### src/rtl/board_io_v2.sv
// Board I/O: switch synchroniser/debouncer, probe-select hex display, sticky error capture.
// Define BOARD_IO_SCAN_EN to add the multiplexed-display outputs seg_scan/an_n.
module board_io_v2 #(
    parameter int unsigned SW_WIDTH        = 16,
    parameter int unsigned NUM_DIGITS      = 8,
    parameter int unsigned NUM_PROBES      = 4,
    parameter int unsigned DEBOUNCE_CYCLES = 16,
    parameter int unsigned ERR_WIDTH       = 8,
    parameter int unsigned SCAN_CYCLES     = 1024
) (
    input  logic                                 clk,
    input  logic                                 rst,
    input  logic [SW_WIDTH-1:0]                  switch_array,
    input  logic [NUM_PROBES*4*NUM_DIGITS-1:0]   probe_data,
    input  logic                                 display_hold,
    input  logic [ERR_WIDTH-1:0]                 err_in,
    input  logic                                 err_clear,
    output logic [SW_WIDTH-1:0]                  sw_stable,
    output logic                                 sw_changed,
    output logic [7*NUM_DIGITS-1:0]              seg,
    output logic [ERR_WIDTH-1:0]                 toplevel_error_vector,
    output logic                                 err_valid,
    output logic [$clog2(ERR_WIDTH)-1:0]         err_first
`ifdef BOARD_IO_SCAN_EN
    ,
    output logic [6:0]                           seg_scan,
    output logic [NUM_DIGITS-1:0]                an_n
`endif
);

    localparam int unsigned PW     = 4 * NUM_DIGITS;
    localparam int unsigned PSEL_W = $clog2(NUM_PROBES);
    localparam int unsigned CNT_W  = $clog2(DEBOUNCE_CYCLES);
    localparam int unsigned EF_W   = $clog2(ERR_WIDTH);
    localparam logic [CNT_W-1:0] CNT_MAX = CNT_W'(DEBOUNCE_CYCLES - 1);
    localparam logic [6:0] GLYPH_0 = 7'b1000000;

    logic [SW_WIDTH-1:0]   r_sync1, r_sync2, r_stable, w_stable_nxt;
    logic [CNT_W-1:0]      r_cnt [SW_WIDTH];
    logic                  r_changed;
    logic [PSEL_W-1:0]     w_psel;
    logic [PW-1:0]         r_snap;
    logic [7*NUM_DIGITS-1:0] r_seg, w_seg_nxt;
    logic [ERR_WIDTH-1:0]  r_vec, w_vec_nxt;
    logic                  r_valid, w_valid_base, w_valid_nxt;
    logic [EF_W-1:0]       r_first, w_first_base, w_first_nxt;

    function automatic logic [6:0] hex7(input logic [3:0] n);
        case (n)
            4'h0: hex7 = 7'b1000000;  4'h1: hex7 = 7'b1111001;
            4'h2: hex7 = 7'b0100100;  4'h3: hex7 = 7'b0110000;
            4'h4: hex7 = 7'b0011001;  4'h5: hex7 = 7'b0010010;
            4'h6: hex7 = 7'b0000010;  4'h7: hex7 = 7'b1111000;
            4'h8: hex7 = 7'b0000000;  4'h9: hex7 = 7'b0010000;
            4'hA: hex7 = 7'b0001000;  4'hB: hex7 = 7'b0000011;
            4'hC: hex7 = 7'b1000110;  4'hD: hex7 = 7'b0100001;
            4'hE: hex7 = 7'b0000110;  default: hex7 = 7'b0001110;
        endcase
    endfunction

    function automatic logic [EF_W-1:0] lowest_set(input logic [ERR_WIDTH-1:0] v);
        logic found;
        found      = 1'b0;
        lowest_set = '0;
        for (int unsigned i = 0; i < ERR_WIDTH; i++) begin
            if (v[i] && !found) begin
                found      = 1'b1;
                lowest_set = EF_W'(i);
            end
        end
    endfunction

    // A bit flips only after its counter has seen DEBOUNCE_CYCLES consecutive differing samples.
    always_comb begin
        w_stable_nxt = r_stable;
        for (int unsigned i = 0; i < SW_WIDTH; i++) begin
            if (r_sync2[i] != r_stable[i] && r_cnt[i] == CNT_MAX)
                w_stable_nxt[i] = r_sync2[i];
        end
    end

    always_ff @(posedge clk) begin
        if (rst) begin
            r_sync1   <= '0;
            r_sync2   <= '0;
            r_stable  <= '0;
            r_changed <= 1'b0;
            for (int unsigned i = 0; i < SW_WIDTH; i++) r_cnt[i] <= '0;
        end else begin
            r_sync1   <= switch_array;
            r_sync2   <= r_sync1;
            r_stable  <= w_stable_nxt;
            r_changed <= |(w_stable_nxt ^ r_stable);
            for (int unsigned i = 0; i < SW_WIDTH; i++) begin
                if (r_sync2[i] == r_stable[i] || r_cnt[i] == CNT_MAX)
                    r_cnt[i] <= '0;
                else
                    r_cnt[i] <= r_cnt[i] + 1'b1;
            end
        end
    end

    assign w_psel = r_stable[SW_WIDTH-1 -: PSEL_W];

    always_comb begin
        w_seg_nxt = '0;
        for (int unsigned d = 0; d < NUM_DIGITS; d++)
            w_seg_nxt[7*d +: 7] = hex7(r_snap[4*d +: 4]);
    end

    always_ff @(posedge clk) begin
        if (rst) begin
            r_snap <= '0;
            r_seg  <= {NUM_DIGITS{GLYPH_0}};
        end else begin
            if (!display_hold) r_snap <= probe_data[w_psel*PW +: PW];
            r_seg <= w_seg_nxt;
        end
    end

    // A clear is applied first, so errors arriving with it are captured as the new first error.
    always_comb begin
        w_vec_nxt    = err_clear ? err_in : (r_vec | err_in);
        w_valid_base = err_clear ? 1'b0 : r_valid;
        w_first_base = err_clear ? '0 : r_first;
        w_valid_nxt  = w_valid_base;
        w_first_nxt  = w_first_base;
        if (!w_valid_base && |err_in) begin
            w_valid_nxt = 1'b1;
            w_first_nxt = lowest_set(err_in);
        end
    end

    always_ff @(posedge clk) begin
        if (rst) begin
            r_vec   <= '0;
            r_valid <= 1'b0;
            r_first <= '0;
        end else begin
            r_vec   <= w_vec_nxt;
            r_valid <= w_valid_nxt;
            r_first <= w_first_nxt;
        end
    end

    assign sw_stable             = r_stable;
    assign sw_changed            = r_changed;
    assign seg                   = r_seg;
    assign toplevel_error_vector = r_vec;
    assign err_valid             = r_valid;
    assign err_first             = r_first;

`ifdef BOARD_IO_SCAN_EN
    localparam int unsigned DW    = (SCAN_CYCLES > 1) ? $clog2(SCAN_CYCLES) : 1;
    localparam int unsigned DIG_W = (NUM_DIGITS > 1) ? $clog2(NUM_DIGITS) : 1;

    logic [DW-1:0]         r_dwell;
    logic [DIG_W-1:0]      r_digit, w_digit_nxt;
    logic                  w_dwell_end;
    logic [6:0]            r_seg_scan;
    logic [NUM_DIGITS-1:0] r_an_n;

    assign w_dwell_end = (r_dwell == DW'(SCAN_CYCLES - 1));

    always_comb begin
        w_digit_nxt = r_digit;
        if (w_dwell_end)
            w_digit_nxt = (r_digit == DIG_W'(NUM_DIGITS - 1)) ? '0 : r_digit + 1'b1;
    end

    always_ff @(posedge clk) begin
        if (rst) begin
            r_dwell    <= '0;
            r_digit    <= '0;
            r_an_n     <= ~NUM_DIGITS'(1);
            r_seg_scan <= GLYPH_0;
        end else begin
            r_dwell    <= w_dwell_end ? '0 : r_dwell + 1'b1;
            r_digit    <= w_digit_nxt;
            r_an_n     <= ~(NUM_DIGITS'(1) << w_digit_nxt);
            r_seg_scan <= r_seg[w_digit_nxt*7 +: 7];
        end
    end

    assign seg_scan = r_seg_scan;
    assign an_n     = r_an_n;
`endif

endmodule

### config.mk
export PLATFORM = sky130hd
export DESIGN_NAME = board_io_v2
export DESIGN_NICKNAME = d
export VERILOG_FILES = /design/src/rtl/board_io_v2.sv
export SDC_FILE = /design/constraint.sdc
export NUM_CORES = 1
export LEC_CHECK = 0
export CAP_MARGIN = 15
export CORE_MARGIN = 2
export CORE_UTILIZATION = 45
export CTS_CLUSTER_DIAMETER = 40
export DETAILED_ROUTE_END_ITERATION = 6
export PLACE_DENSITY = 0.76
export SLEW_MARGIN = 25
export SYNTH_ARGS = -nofsm -noshare
export SYNTH_HDL_FRONTEND = slang
export SYNTH_SLANG_ARGS = --single-unit
### constraint.sdc
create_clock -name clk -period 1.6 [get_ports clk]
set_clock_uncertainty 0.1 [all_clocks]
set_input_delay 0.32 -clock clk [delete_from_list [all_inputs] [get_ports clk]]
set_output_delay 0.32 -clock clk [all_outputs]
set_load 0.005 [all_outputs]
Yosys cells after proc, flatten, opt, wreduce, memory -nomap -nowiden
Memory sizes are Yosys's and may differ from the RTL's. A register that Yosys moved wholly into a read port is not among the register bits. Index checks and enable logic that the tools add are counted. W data, S select, Z words.

Shift operators: 1. Equality and inequality tests: 48. Add/subtract/negate cells: 16. Bitwise operators: 34. Mux-type cells: 172. Reduce and logical (&&, ||, !) cells: 51.

Operator list (number): $mux W1 (131); $mux W4 (32); $shiftx A128 B8 Y32 (1); $add A4 B1 Y4 const B (16); $eq A4 B4 Y1 const B (16); $or A1 B1 Y1 (32); $logic_and A1 B1 Y1 (24); $mux W3 (8); $eq A1 B1 Y1 (16); $logic_or A1 B1 Y1 (16); $ne A1 B1 Y1 (16); $reduce_or A16 Y1 (1); $xor A16 B16 Y16 (1); $logic_not A1 Y1 (8); $mux W8 (1); $or A8 B8 Y8 (1); $reduce_or A8 Y1 (1); $reduce_bool A2 Y1 (1).

Bits in registers: 93. Bits in read-only memories: 896. Memory bits (writable): 64. Memories: 9. Word-level logic and storage cells: 339. Bits of input ports: 156. Output and inout port bits: 85.

Memories: (no name shown) (depth 16, width 7, rd ports 1, clocked after Yosys merged registers in 1, write ports 0, line 49) `case (n)`; (no name shown) (depth 16, width 7, rd ports 1, clocked after Yosys merged registers in 1, write ports 0, line 49); (no name shown) (depth 16, width 7, rd ports 1, clocked after Yosys merged registers in 1, write ports 0, line 49); (no name shown) (depth 16, width 7, rd ports 1, clocked after Yosys merged registers in 1, write ports 0, line 49); (no name shown) (depth 16, width 7, rd ports 1, clocked after Yosys merged registers in 1, write ports 0, line 49); (no name shown) (depth 16, width 7, rd ports 1, clocked after Yosys merged registers in 1, write ports 0, line 49); 3 more memories.

Longest topological paths before layout
Gate-level depths: netlist (run 1).

Depth after elaboration: 32. Depth in mapped cells: 6. Mapped depth without buffers: 6.

Worst setup path after synthesis (run 1)
Ideal clock, no wire load.

Kind: flip-flop to flip-flop. Start: register r_stable[14] (netlist: sw_stable[14]). End: register r_snap[19]. Stages on the path, launching flop included: 6. Setup time: 0.128 ns. Buffers on the path: 2. Setup slack: -0.048 ns. Arrival time: 1.420 ns. Required time: 1.372 ns. Clock period less this slack: 1.648 ns. Cell sequence: dfxtp_1 buf_2 buf_4 mux4_2 mux2i_1 nor2_1.

Longest elaborated chain between the ends: 1.

Ends and longest elaborated chain: from (decl) (line 38) `logic [SW_WIDTH-1:0] r_sync1, r_sync2, r_stable, w_stable_nxt;`; from (signal assigned) (line 92) `r_stable <= w_stable_nxt;`; $shiftx A128 B8 Y32 (line 116) `if (!display_hold) r_snap <= probe_data[w_psel*PW +: PW];`; to (signal assigned) (line 116); to (decl) (line 42) `logic [PW-1:0] r_snap;`.

No other way between the ends. A chain may end at the register's enable or synchronous reset.

Final worst setup path (run 1)
Start: register r_stable[14] (netlist: sw_stable[14]). End: register r_snap[8].

The elaborated chain is that of the path after synthesis.

==> PnR_summary.wiki, run 1 <==
{| class="wikitable"
! Metric !! Value
|-
| Part of the Yosys area used for sequential elements || 48.2%
|-
| Clock tree from TritonCTS || done
|-
| Worst Setup Slack, final || -0.0519 ns
|-
| TritonCTS Buffers || 34
|-
| Fin nets || 1,573
|-
| Filler cells || 1,757
|-
| Bufs on Longest Clock Path || 3
|-
| Ratio of total power to cell area || 1010 nW/µm²
|-
| Minimum setup slack after placement || -0.351 ns
|-
| Via count of the first global-routing pass || 8,556
|-
| Worst slew margin relative to its limit || 63.9%
|-
| Total via count in the routed design || 8,339
|-
| Arrival time at the worst endpoint || 1.93 ns
|-
| Hold_ws || between 0.1 and 0.15 ns
|-
| DR vias/cell || 5.02
|-
| Most repeated library cell on the critical path || sky130_fd_sc_hd__buf_12
|-
| Clock latency on the worst-skew pair || ~0.5 ns
|-
| Count of nets left with antenna violations after detail routing || 0
|-
| Final instance area || 15,100 µm²
|-
| Number of port buffers || 240
|-
| Standard cell with the maximum stage delay on the critical path || sky130_fd_sc_hd__mux4_2
|-
| Peak supply drop || between 700 and 800 µV
|-
| Post-synthesis instance total || 970
|-
| Yosys warning count || 0
|-
| Cell at the root of the clock tree || sky130_fd_sc_hd__clkbuf_16
|-
| Nature of the critical path startpoint || flop
|-
| Number of violations of the max-capacitance limit || 0
|-
| Aggregate routed wire length || 25,700 µm
|-
| Share of the core filled with cells || 67.1%
|-
| Effective utilization at floorplan || 45.4%
|-
| Number of H-tree levels || 2
|-
| Weighted congestion at the end of routability-driven global placement || 0.834
|-
| Setup violations, final || 12
|-
| Antenna violations before repair || 1
|-
| Row count || 55
|-
| Register clock-pin slew on the reported worst setup and hold paths || 0.06 ns
|-
| Setup slack of the most critical reg-to-reg path || -0.05 ns
|-
| Share of the clock period used by the worst path || 103%
|-
| Total placed cells including tap cells || 1,588
|-
| Slew at the pin closest to its max-slew limit || 0.540 ns
|-
| Remaining global-route overflow || 0
|-
| Drt initial violations || 340
|-
| Count of endpoints failing hold in the final timing report || 0
|-
| Largest net degree at the start of global routing || 57
|-
| Fraction of layout instances using a drive strength above 1 || 17.0%
|-
| Cell area after technology mapping || 10,200 µm²
|-
| Setup TNS || -0.332 ns
|-
| Class of the most critical setup path || reg -> reg
|-
| Post-DP Area || 13,700 µm²
|-
| Number of DRC violations after detailed routing || 0
|-
| Worst path bufs/invs || 3
|-
| Slowest cell delay on critical path || 0.48 ns
|-
| Run status || complete, but fails checks
|-
| Static Leak || 6.46 nW
|-
| Maximum clock frequency || 0.605 GHz
|-
| Worst path cell trace || buf_12, buf_12, clkbuf_16, mux4_2, mux2i_1, nor2_1
|-
| Number of synthesized register bits || 213
|-
| Worst min-delay path class || in -> reg
|-
| Critical path data required time || 1.88 ns
|-
| Global router's overall resource usage || 21.0%
|-
| Kind of end point of the critical path || flop
|-
| Detailed-router iteration count before antenna repair || 5
|-
| Width of the die || 154 µm
|-
| Distinct cell type count after synthesis || 37
|-
| DIE HEIGHT || 154 µm
|-
| Number of top-level pins || ~240
|-
| Violations in the final reports || setup timing
|-
| Synth-to-layout area growth || 47.9%
|-
| Standard cell core area || 22,400 µm²
|-
| Sum of net half-perimeters after detailed placement || 18,500 µm
|-
| Overall power || 15.2 mW
|-
| Pins over their slew limit || 0
|-
| Final worst path period need || ~1.7 ns
|-
| Family with the most delay on the worst path || multiplexers
|-
| Overall die area || roughly 24,000 µm²
|-
| Average wire per cell in the routed design || 15.5 µm
|-
| First-pass GRT wire length || just over 40,000 µm
|-
| Non-filler instance count after layout || between 1.5k and 2k
|-
| Unrepaired setup endpoints after global routing || true
|-
| Clock sinks || 213
|-
| Critical path peak fanout || 6
|-
| Synthesized area per cell || 10.5 µm²
|}
-- worst reg2reg max path, cell delays in order (launching register included) --
cell and delay [ns]:
sky130_fd_sc_hd__dfxtp_4 0.35, sky130_fd_sc_hd__buf_12 0.13, sky130_fd_sc_hd__buf_12 0.12, sky130_fd_sc_hd__clkbuf_16 0.15, sky130_fd_sc_hd__mux4_2 0.48, sky130_fd_sc_hd__mux2i_1 0.16
sky130_fd_sc_hd__nor2_1 0.05
-- cell families (layout without fill, tap and decap cells) --
family                   after synthesis  count (layout)  share of synthesized area (%)
adder cells (fa/ha/maj)               64              64                           7.86
multiplexers                          89              89                           12.8
AND/OR/NAND/NOR                      364             364                           16.3
other                                  1              65                         0.0368
buffers and inverters                 75             418                           2.96
XOR/XNOR                              48              48                           4.13
AO/OA/AOI/OAI                        116             116                           7.78
flip-flops                           213             213                           48.2
-- final timing paths --
kind                      start            to  cells past startpoint
hold reg to reg     r_sync1[14]   r_sync2[14]                      1
hold / removal              rst  sw_stable[1]                      2
setup reg to reg  sw_stable[14]     r_snap[8]                      6
setup / recovery  sw_stable[14]     r_snap[8]                      6
-- metal layers --
layer	track usage [%]	routed length (µm)
met3	5.83	1550
met2	37.3	13000
met1	24.7	10500
met4	6.75	678
met5	0	0
-- Yosys cell counts (all sizes together) --
| master | count | area, µm² |
|---|---|---|
| nand2b | 23 | 144 |
| nand3 | 34 | 170 |
| or3b | 1 | 8.76 |
| xor2 | 16 | 140 |
| o211ai | 1 | 7.51 |
| nor2b | 41 | 257 |
| nor3 | 19 | 95.1 |
| nand2 | 45 | 169 |
| edfxtp | 64 | 1920 |
| mux2i | 50 | 500 |
| xnor2 | 32 | 280 |
| a211oi | 27 | 203 |
| o31ai | 1 | 7.51 |
| a32oi | 7 | 61.3 |
| nand3b | 1 | 7.51 |
| inv | 18 | 67.6 |
| buf | 18 | 87.6 |
| nor2 | 178 | 668 |
| or3 | 1 | 6.26 |
| mux4 | 32 | 721 |
| ha | 64 | 801 |
| a311oi | 15 | 131 |
| o22ai | 8 | 50.1 |
| o221ai | 1 | 8.76 |
| and3 | 16 | 100 |
| clkbuf | 39 | 146 |
| mux2 | 7 | 78.8 |
| a21o | 1 | 7.51 |
| or4 | 1 | 11.3 |
| dfxtp | 149 | 2980 |
| a311o | 1 | 10.0 |
| a221o | 7 | 70.1 |
| a21oi | 47 | 235 |
| conb | 1 | 3.75 |
| nor4 | 4 | 25.0 |
-- state kept, by name (all words and copies together) (netlist names) --
name,cells
seg,56
r_sync1,16
err_valid,1
r_snap,32
r_sync2,16
sw_stable,16
err_first,3
r_cnt,64
sw_changed,1
toplevel_error_vector,8
-- cell usage in the layout (no fill, tap or decap), types with 7 or more instances in the layout --
master / count
sky130_fd_sc_hd__nor2_1: 178
sky130_fd_sc_hd__clkdlybuf4s50_1: 153
sky130_fd_sc_hd__dfxtp_1: 132
sky130_fd_sc_hd__buf_4: 89
sky130_fd_sc_hd__dlygate4sd2_1: 83
sky130_fd_sc_hd__edfxtp_1: 64
sky130_fd_sc_hd__conb_1: 64
sky130_fd_sc_hd__ha_1: 60
sky130_fd_sc_hd__mux2i_1: 50
sky130_fd_sc_hd__a21oi_1: 47
sky130_fd_sc_hd__nand2_1: 45
sky130_fd_sc_hd__nor2b_1: 41
sky130_fd_sc_hd__clkbuf_16: 39
sky130_fd_sc_hd__mux4_2: 32
sky130_fd_sc_hd__nand3_1: 31
sky130_fd_sc_hd__xnor2_1: 30
sky130_fd_sc_hd__a211oi_1: 27
sky130_fd_sc_hd__nand2b_1: 23
sky130_fd_sc_hd__nor3_1: 19
sky130_fd_sc_hd__inv_1: 18
sky130_fd_sc_hd__and3_1: 16
sky130_fd_sc_hd__xor2_1: 16
sky130_fd_sc_hd__dfxtp_2: 15
sky130_fd_sc_hd__a311oi_1: 14
sky130_fd_sc_hd__buf_12: 8
sky130_fd_sc_hd__a221o_1: 7
sky130_fd_sc_hd__mux2_2: 7
-- power breakdown --
part | internal [mW] | total, mW | switching, mW
logic | 0.965 | 1.67 | 0.704
registers | 5.84 | 6.04 | 0.203
clock network | 4.87 | 7.49 | 2.62
-- what timing repair did --
action	4_1_cts	5_1_grt
setup buffers	6	5
hold buffers	0	0
pin swaps	1	7
cloned	2	1
setup endpoints to repair	105	33
gates resized for setup	112	18
-- layout make-up --
class | instances | area, µm² | share of cell area, %
multi-input combinational | 745 | 5300 | 35.2
clock inverter | 19 | 216 | 1.44
inverter | 18 | 67.6 | 0.449
sequential | 213 | 4930 | 32.7
tap | 285 | 357 | 2.37
clock buffer | 40 | 968 | 6.43
timing repair buffer | 341 | 3220 | 21.4
antenna | 1 | 2.50 | 0.0166
No activity file was read; power rests on OpenSTA's default activity.
==> run 2: changes to the inputs <==
- GPL_TIMING_DRIVEN: unset -> 0
==> PnR_summary.wiki, run 2 (synthesis results as in run 1) <==
{| class="wikitable"
! Metric !! Value
|-
| TritonCTS Buffers || 31
|-
| Slew at the pin closest to its max-slew limit || around 0.85 ns
|-
| Number of violations of the max-capacitance limit || 0
|-
| Clock latency on the worst-skew pair || ~0.54 ns
|-
| Class of the most critical setup path || reg -> reg
|-
| Count of nets left with antenna violations after detail routing || 0
|-
| Remaining global-route overflow || 0
|-
| Pins over their slew limit || 0
|-
| Run status || complete, but fails checks
|-
| Clock tree from TritonCTS || done
|-
| Non-filler instance count after layout || 1,623
|-
| Commonest non-fill, non-tap cell in the layout || sky130_fd_sc_hd__nor2_1
|-
| Share of the core filled with cells || 65.1%
|-
| Global router's overall resource usage || 23.4%
|-
| Standard cell core area || 22,400 µm²
|-
| Arrival time at the worst endpoint || a little under 2 ns
|-
| Static Leak || 6.11 nW
|-
| Critical path peak fanout || 7
|-
| Hold-fix buffer count after cts || 0
|-
| Bufs on Longest Clock Path || 3
|-
| Family with the most delay on the worst path || multiplexers
|-
| Cell at the root of the clock tree || sky130_fd_sc_hd__clkbuf_16
|-
| Total via count in the routed design || approximately 8.5k
|-
| Share of the clock period used by the worst path || 104%
|-
| Peak supply drop || about 670 µV
|-
| Slowest cell delay on critical path || 0.49 ns
|-
| Number of H-tree levels || 1
|-
| Number of top-level pins || 241
|-
| Register with the most flip-flops || r_cnt
|-
| Nature of the critical path startpoint || flop
|-
| Via count of the first global-routing pass || 8,539
|-
| Aggregate routed wire length || 28,400 µm
|-
| Filler cells || roughly 1.8k
|-
| Setup TNS || -0.332 ns
|-
| Max FFs per register || 64
|-
| Worst path bufs/invs || 2
|-
| Register clock-pin slew on the reported worst setup and hold paths || 0.05 ns
|-
| Clock sinks || 213
|-
| Row count || 55
|-
| Worst path cell trace || buf_12, buf_8, mux4_2, mux2i_1, nor2_1
|-
| Fraction of layout instances using a drive strength above 1 || 15.0%
|-
| Violations in the final reports || setup timing
|-
| Antenna violations before repair || 3
|-
| Count of endpoints failing hold in the final timing report || 0
|-
| Kind of end point of the critical path || flop
|-
| Worst slew margin relative to its limit || 43.0%
|-
| Fin nets || 1,530
|-
| Critical path data required time || 1.90 ns
|-
| Sum of net half-perimeters after detailed placement || 20,300 µm
|-
| Leading cell types in the layout, fill and taps excluded || sky130_fd_sc_hd__nor2_1, sky130_fd_sc_hd__clkdlybuf4s50_1, sky130_fd_sc_hd__dfxtp_1, sky130_fd_sc_hd__dlygate4sd2_1
|-
| Standard cell with the maximum stage delay on the critical path || sky130_fd_sc_hd__mux4_2
|-
| Width of the die || about 150 µm
|-
| Unrepaired setup endpoints after global routing || true
|-
| Effective utilization at floorplan || ~45%
|-
| Overall power || 14.8 mW
|-
| Drt initial violations || 389
|-
| Worst min-delay path class || in -> reg
|-
| Overall die area || 23,900 µm²
|-
| Number of port buffers || 238
|-
| Hold_ws || 0.178 ns
|-
| Average wire per cell in the routed design || approximately 17 µm
|-
| Number of DRC violations after detailed routing || 0
|-
| Largest net degree at the start of global routing || 16
|-
| Ratio of total power to cell area || just over 1000 nW/µm²
|-
| Weighted congestion at the end of routability-driven global placement || around 0.85
|-
| Final worst path period need || 1.67 ns
|-
| Maximum clock frequency || 0.598 GHz
|-
| Setup slack of the most critical reg-to-reg path || -0.07 ns
|-
| DIE HEIGHT || around 150 µm
|-
| First-pass GRT wire length || 44,400 µm
|-
| Setup violations, final || 11
|-
| DR vias/cell || 5.21
|-
| Worst Setup Slack, final || -0.0717 ns
|-
| Total placed cells including tap cells || 1,556
|-
| Detailed-router iteration count before antenna repair || 5
|-
| Synth-to-layout area growth || 43.5%
|}
## run 2: changes by cell type in the layout (fill, tap and decap cells not counted), sizes merged
cell	previous run	this run
buf	103	26
dlygate4sd2	83	79
clkinv	6	9
diode	1	3
clkbuf	41	78
clkinvlp	3	2
clkdlybuf4s15	1	5
bufinv	3	4
inv	25	21
## run 2: layout make-up
class                           instances  area, µm²  share of cell area [%]
Inverter                               18       67.6                   0.462
Tap cell                              285        357                    2.44
Buffer                                 54        319                    2.18
Timing Repair Buffer                  247       2400                    16.4
Multi-Input combinational cell        745       5390                    36.9
Clock buffer                           40        902                    6.17
Antenna cell                            3       7.51                  0.0514
Clock inverter                         18        220                    1.51
Sequential cell                       213       4950                    33.9
## run 2: per-stage QoR
stage / worst slack, ns / cell area, µm²
2_1_floorplan: 0.0356 / 10400
3_3_place_gp: -0.777 / 13200
3_5_place_dp: -0.801 / 13200
4_1_cts: -0.0859 / 14500
5_1_grt: -0.104 / 14600
6_report: -0.0717 / 14600
## run 2: power by group
part / switching [mW] / leakage, nW / internal, mW
registers: 0.187 / 1.90 / 5.84
logic: 0.780 / 3.66 / 0.884
clock network: 2.51 / 0.553 / 4.63
## run 2: final timing paths
kind | from | end | depth (start not counted)
worst max-delay path | sw_stable[14] | r_snap[1] | 5
worst min-delay path | display_hold | r_snap[0] | 3
worst max register to register | sw_stable[14] | r_snap[1] | 5
worst min register to register | r_sync1[15] | r_sync2[15] | 1
## run 2: timing repair
action	in CTS	in global routing
setup buffers	7	1
cloned	3	0
pin swaps	2	6
gates resized for setup	151	57
endpoints found under the setup margin	151	89
## run 2: worst register-to-register path, cell delays in order (launching register included)
cell,delay (ns)
sky130_fd_sc_hd__dfxtp_2,0.35
sky130_fd_sc_hd__buf_12,0.16
sky130_fd_sc_hd__buf_8,0.14
sky130_fd_sc_hd__mux4_2,0.49
sky130_fd_sc_hd__mux2i_1,0.22
sky130_fd_sc_hd__nor2_1,0.07
## run 2: per-layer routing
metal / vias up / part of all wire, % / global-route usage (%)
li1: 4068 / - / -
met1: 3997 / 39 / 27.8
met2: 316 / 50 / 40.8
met3: 70 / 7.2 / 5.97
met4: 0 / 3.9 / 8.99
met5: - / 0 / 0
